[src/rtl/rr_grant_arbiter4.sv]
// ---------------------------------------------------------------------------
// rr_grant_arbiter4
//   Four-requester round-robin arbiter feeding a 2-to-4 decoder. One owner is
//   granted at a time. A grant is held until the owner pulses done, drops its
//   request, or reaches MAX_HOLD cycles. A dead gap of GAP_CYCLES cycles (plus
//   the arbitration edge) follows every grant, so decoder outputs can settle.
//
// Parameters
//   MAX_HOLD    max cycles grant_en stays high for one owner (2..255)
//   GAP_CYCLES  cycles grant_en is held low after a release (1..7)
//
// Ports
//   clk         in   clock, all state updates on posedge
//   reset       in   synchronous active-high reset
//   req[3:0]    in   level request, bit i = requester i
//   done[3:0]   in   one-cycle completion pulse, only the owner's bit matters
//   grant_addr  out  index of current/last owner (decoder address)
//   grant_en    out  grant active (decoder enable)
//   busy        out  high whenever the arbiter is not idle
//   timeout     out  one-cycle pulse when a grant is revoked by the hold limit
// ---------------------------------------------------------------------------
module rr_grant_arbiter4 #(
  parameter int MAX_HOLD   = 15,
  parameter int GAP_CYCLES = 1
) (
  input  logic       clk,
  input  logic       reset,
  input  logic [3:0] req,
  input  logic [3:0] done,
  output logic [1:0] grant_addr,
  output logic       grant_en,
  output logic       busy,
  output logic       timeout
);

  localparam logic [1:0] S_IDLE  = 2'd0;
  localparam logic [1:0] S_GRANT = 2'd1;
  localparam logic [1:0] S_GAP   = 2'd2;

  logic [1:0] r_state;
  logic [1:0] r_ptr;
  logic [7:0] r_hold_cnt;
  logic [2:0] r_gap_cnt;
  logic [1:0] r_grant_addr;
  logic       r_grant_en;
  logic       r_busy;
  logic       r_timeout;

  logic [1:0] w_winner;
  logic [1:0] w_idx;
  logic       w_done_own;
  logic       w_req_lost;
  logic       w_hold_hit;
  logic       w_release;
  logic       w_gap_last;

  // Round-robin search: walk offsets from the far end down to zero so the
  // requester closest to r_ptr (offset 0 first) is the last one written.
  always_comb begin
    w_winner = r_ptr;
    w_idx    = r_ptr;
    for (int k = 3; k >= 0; k--) begin
      w_idx = r_ptr + 2'(k);
      if (req[w_idx]) begin
        w_winner = w_idx;
      end
    end
  end

  assign w_done_own = done[r_grant_addr];
  assign w_req_lost = ~req[r_grant_addr];
  assign w_hold_hit = (r_hold_cnt == 8'(MAX_HOLD - 1));
  assign w_release  = w_done_own | w_req_lost | w_hold_hit;
  assign w_gap_last = (r_gap_cnt == 3'(GAP_CYCLES - 1));

  always_ff @(posedge clk) begin
    if (reset) begin
      r_state      <= S_IDLE;
      r_ptr        <= 2'd0;
      r_hold_cnt   <= 8'd0;
      r_gap_cnt    <= 3'd0;
      r_grant_addr <= 2'd0;
      r_grant_en   <= 1'b0;
      r_busy       <= 1'b0;
      r_timeout    <= 1'b0;
    end else begin
      r_timeout <= 1'b0;
      case (r_state)
        S_IDLE: begin
          if (|req) begin
            r_grant_addr <= w_winner;
            r_grant_en   <= 1'b1;
            r_hold_cnt   <= 8'd0;
            r_busy       <= 1'b1;
            r_state      <= S_GRANT;
          end
        end
        S_GRANT: begin
          if (w_release) begin
            r_grant_en <= 1'b0;
            r_ptr      <= r_grant_addr + 2'd1;
            r_gap_cnt  <= 3'd0;
            r_state    <= S_GAP;
            // Timeout is reported only when the hold limit alone ended the grant.
            r_timeout  <= w_hold_hit & ~w_done_own & ~w_req_lost;
          end else begin
            r_hold_cnt <= r_hold_cnt + 8'd1;
          end
        end
        S_GAP: begin
          if (w_gap_last) begin
            r_busy  <= 1'b0;
            r_state <= S_IDLE;
          end else begin
            r_gap_cnt <= r_gap_cnt + 3'd1;
          end
        end
        default: begin
          r_grant_en <= 1'b0;
          r_busy     <= 1'b0;
          r_state    <= S_IDLE;
        end
      endcase
    end
  end

  assign grant_addr = r_grant_addr;
  assign grant_en   = r_grant_en;
  assign busy       = r_busy;
  assign timeout    = r_timeout;

endmodule

[config.mk]
export PLATFORM = sky130hd
export DESIGN_NAME = rr_grant_arbiter4
export DESIGN_NICKNAME = d
export VERILOG_FILES = /design/src/rtl/rr_grant_arbiter4.sv
export SDC_FILE = /design/constraint.sdc
export NUM_CORES = 1
export LEC_CHECK = 0
export CORE_MARGIN = 2
export CORE_UTILIZATION = 42
export CTS_CLUSTER_SIZE = 10
export DETAILED_ROUTE_END_ITERATION = 10
export GPL_ROUTABILITY_DRIVEN = 1
export RECOVER_POWER = 100
export SYNTH_ARGS = -nofsm -noshare
export SYNTH_HDL_FRONTEND = slang
export SYNTH_SLANG_ARGS = --single-unit
[constraint.sdc]
create_clock -name clk -period 2.75 [get_ports clk]
set_input_delay 0.275 -clock clk [delete_from_list [all_inputs] [get_ports clk]]
set_output_delay 0.275 -clock clk [all_outputs]
set_load 0.1 [all_outputs]
==> metrics <==
classification of the worst setup path=input port to register; clock buffers created by TritonCTS=3; overall via count from detail_route=882; clock tree root driver cell=sky130_fd_sc_hd__clkbuf_4; Distinct cells, synth=33; floorplan row count=17; type of element capturing the critical path=register; sequential element share of the synthesized area=39.6%; post-route setup TNS=0 ps; Synth area leader=sky130_fd_sc_hd__dfxtp_1; number of detailed-route iterations in the first pass=4; number of antenna violations at the first check in global routing=0; Max stage delay cell, worst path=sky130_fd_sc_hd__dlygate4sd3_1; effective utilization at floorplan=44.8%; total inserted antenna cells=0; cell with the most instances after synthesis=sky130_fd_sc_hd__dfxtp_1; area of the die=0.00282 mm²; die height=53.1 µm; startpoint kind of the worst setup timing path=input port; Via-to-Cell Ratio=5.35; Post-Route WL=1990 µm; hold buffers post-CTS=0; signed area change from the synthesized netlist to the final layout=17.2%; worst vdd ir=0.000366 V; met2 Resource Use GR=24.2%; number of top-level design ports=15; clk_lat worst skew=300 ps; Chip Width=53.1 µm; area of the core=0.00225 mm²; Detail Placement HPWL=1490 µm; final-report hold violation count=0; clock transition at the registers of the reported paths=110 ps; cts repair resizes=0; number of standard cells after synthesis=119; sequential share of power=50.2%; net count after synthesis=133; required time of the worst setup path=2990 ps; post-synthesis mux area share=4.21%; number of sinks on the clock net=20; Buffers & Inverters on Critical Path=1; unrepaired setup endpoints after global routing=false; post-synthesis instance area=0.00101 mm²; met3 usage=2.54%; leading cell types by count after synthesis=sky130_fd_sc_hd__dfxtp_1, sky130_fd_sc_hd__a21oi_1, sky130_fd_sc_hd__nand2_1, sky130_fd_sc_hd__or3_1; time the final worst path needs with I/O delays and setup=2240 ps; register-to-register path setup slack=680 ps; total power divided by cell area=538 mW/mm²; Synth Area in XOR/XNOR=2.60%; CP delay by family, top=buffers and inverters; Mapped Avg Cell Area=8.50 µm²; Net count, final=152; clock tree skew after final layout=7.15 ps; post-detailed-route wirelength per cell=12.0 µm; path type of the worst min-delay path=register to register; Gate power share=23.4%; top flip-flop cell by instance count after synthesis=sky130_fd_sc_hd__dfxtp_1; fraction of post-synthesis cell area in the top cell type by area=39.6%; Max Root-Sink Buffers=2; Cell Int Power=0.430 mW; Crit path largest cell delay=610 ps; crit-path cells=dlygate4sd3_1 > nand2b_1 > mux4_2 > o31a_1 > or3_1 > a21oi_1; number of synthesized flops with an enable pin=0; number of setup buffers added after CTS=0; DRC errors left=0; placed instance area=0.00117 mm²; clock share of power=26.4%; First DRT Iteration DRCs=11; ranking of synthesized cells by area=sky130_fd_sc_hd__dfxtp_1, sky130_fd_sc_hd__a21oi_1, sky130_fd_sc_hd__or3_1; CTS HTree Levels=1; share of the clock period used by the worst path=81.6%; fraction of the mapped netlist area in adder cells=4.95%; area fraction in compound gates after synthesis=15.7%; post-route standard cell area excluding fillers=0.00118 mm²; setup violators final=0; share of post-route cells with drive strength above 1=6.57%; remaining number of nets flagged by the antenna check after routing=0; Async S/R FF share, synth=0%; largest net degree at the start of global routing=18; global-route wire length before repair=3260 µm; slew of the pin with the lowest slew margin=1170 ps; clock tree from TritonCTS=done; Max transition margin=22.4%; proportion of total power due to net switching=32.6%; P_leak=0.425 nW; Max Cap Viol=0; warnings from Yosys=0; Post-Synth Simple-Gate Area=29.1%; net switching power=0.208 mW; Worst EP arrival=2480 ps; crit path max fanout=17; main combinational cell family by area after synthesis=simple AND/OR/NAND/NOR gates; most used routing layer=met2; port bufs=14; grt met1 use=21.6%; number of synthesized register bits=20; GRT Overall Usage=16.0%; via count of the first global-routing pass=778; final weighted congestion in routability-driven placement=0.795; Slew Viols, Final=0; run status=complete, no violations; gr ovfl total=0; Max Fclk=0.446 GHz
## power by group through the flow
stage	sequential [mW]	combinational, mW	clock, mW
6_report	0.320	0.149	0.168
5_1_grt	0.322	0.161	0.182
4_1_cts	0.320	0.158	0.172
3_5_place_dp	0.327	0.158	0
3_3_place_gp	0.326	0.157	0
2_1_floorplan	0.370	0.0706	0
## worst register-to-register path, cell delays in order, from the launching register on
cell and delay, ps:
sky130_fd_sc_hd__dfxtp_1 370, sky130_fd_sc_hd__inv_2 90, sky130_fd_sc_hd__mux4_2 540, sky130_fd_sc_hd__o31a_1 460
sky130_fd_sc_hd__or3_1 410, sky130_fd_sc_hd__a21oi_1 140
## metrics by stage
stage               hold WS (ps)  std cells  utilization (%)  total power, mW  setup slack, ps
floorplan                    351        119                -            0.441              191
global placement             447        161             52.0            0.484              325
detailed placement           455        161             52.0            0.484              288
CTS                          471        165             53.6            0.651              603
global route                 503        165             52.6            0.665              382
finish                       465        165             52.6            0.637              506
## logic make-up after synthesis
kind of cell	count (synthesis)
simple gates	54
compound gates	27
flops	20
buf+inv	8
fa+ha+maj	4
xor+xnor	3
mux	3
## flip-flops by register name, indices dropped and copies added (netlist names)
name / cells
grant_en: 1
r_ptr: 2
r_state: 2
r_gap_cnt: 3
grant_addr: 2
busy: 1
r_hold_cnt: 8
timeout: 1
## path summary, 6_finish.rpt
kind,depth (start not counted),to,start
worst max register to register,5,r_hold_cnt[4],grant_addr[0]
worst min-delay path,2,grant_en,grant_en
worst min register to register,2,grant_en,grant_en
worst max-delay path,6,r_hold_cnt[4],req[3]
## cell type report
| cell class | count | area, µm² |
|---|---|---|
| Fill cell | 235 | 1070 |
| Sequential cell | 20 | 400 |
| Multi-Input combinational cell | 91 | 571 |
| Clock buffer | 4 | 36.3 |
| Tap cell | 28 | 35.0 |
| Inverter | 6 | 22.5 |
| Timing Repair Buffer | 16 | 120 |
## per-layer routing
layer	vias up	share of wire, %
li1	459	-
met1	402	51
met2	17	44
met3	4	3.3
met4	0	1.6
met5	-	0
## cell usage in the layout (no fill, tap or decap), drive strengths merged
| cell | count |
|---|---|
| clkbuf | 10 |
| nor4b | 1 |
| a211oi | 1 |
| dlygate4sd3 | 1 |
| and3 | 2 |
| nor3b | 3 |
| nor2 | 7 |
| nor2b | 4 |
| o41ai | 1 |
| ha | 4 |
| mux4 | 1 |
| dfxtp | 20 |
| xnor2 | 2 |
| o31a | 1 |
| nand2 | 11 |
| nor3 | 4 |
| clkdlybuf4s50 | 8 |
| inv | 6 |
| buf | 1 |
| mux2i | 2 |
| nor4 | 1 |
| o21bai | 1 |
| a21oi | 14 |
| nand4 | 2 |
| o21ai | 7 |
| o221ai | 1 |
| nand3 | 2 |
| and2 | 1 |
| nand2b | 6 |
| xor2 | 1 |
| or3 | 9 |
| and2b | 1 |
| o31ai | 1 |
Note: power is estimated with default switching activity, not from simulation.
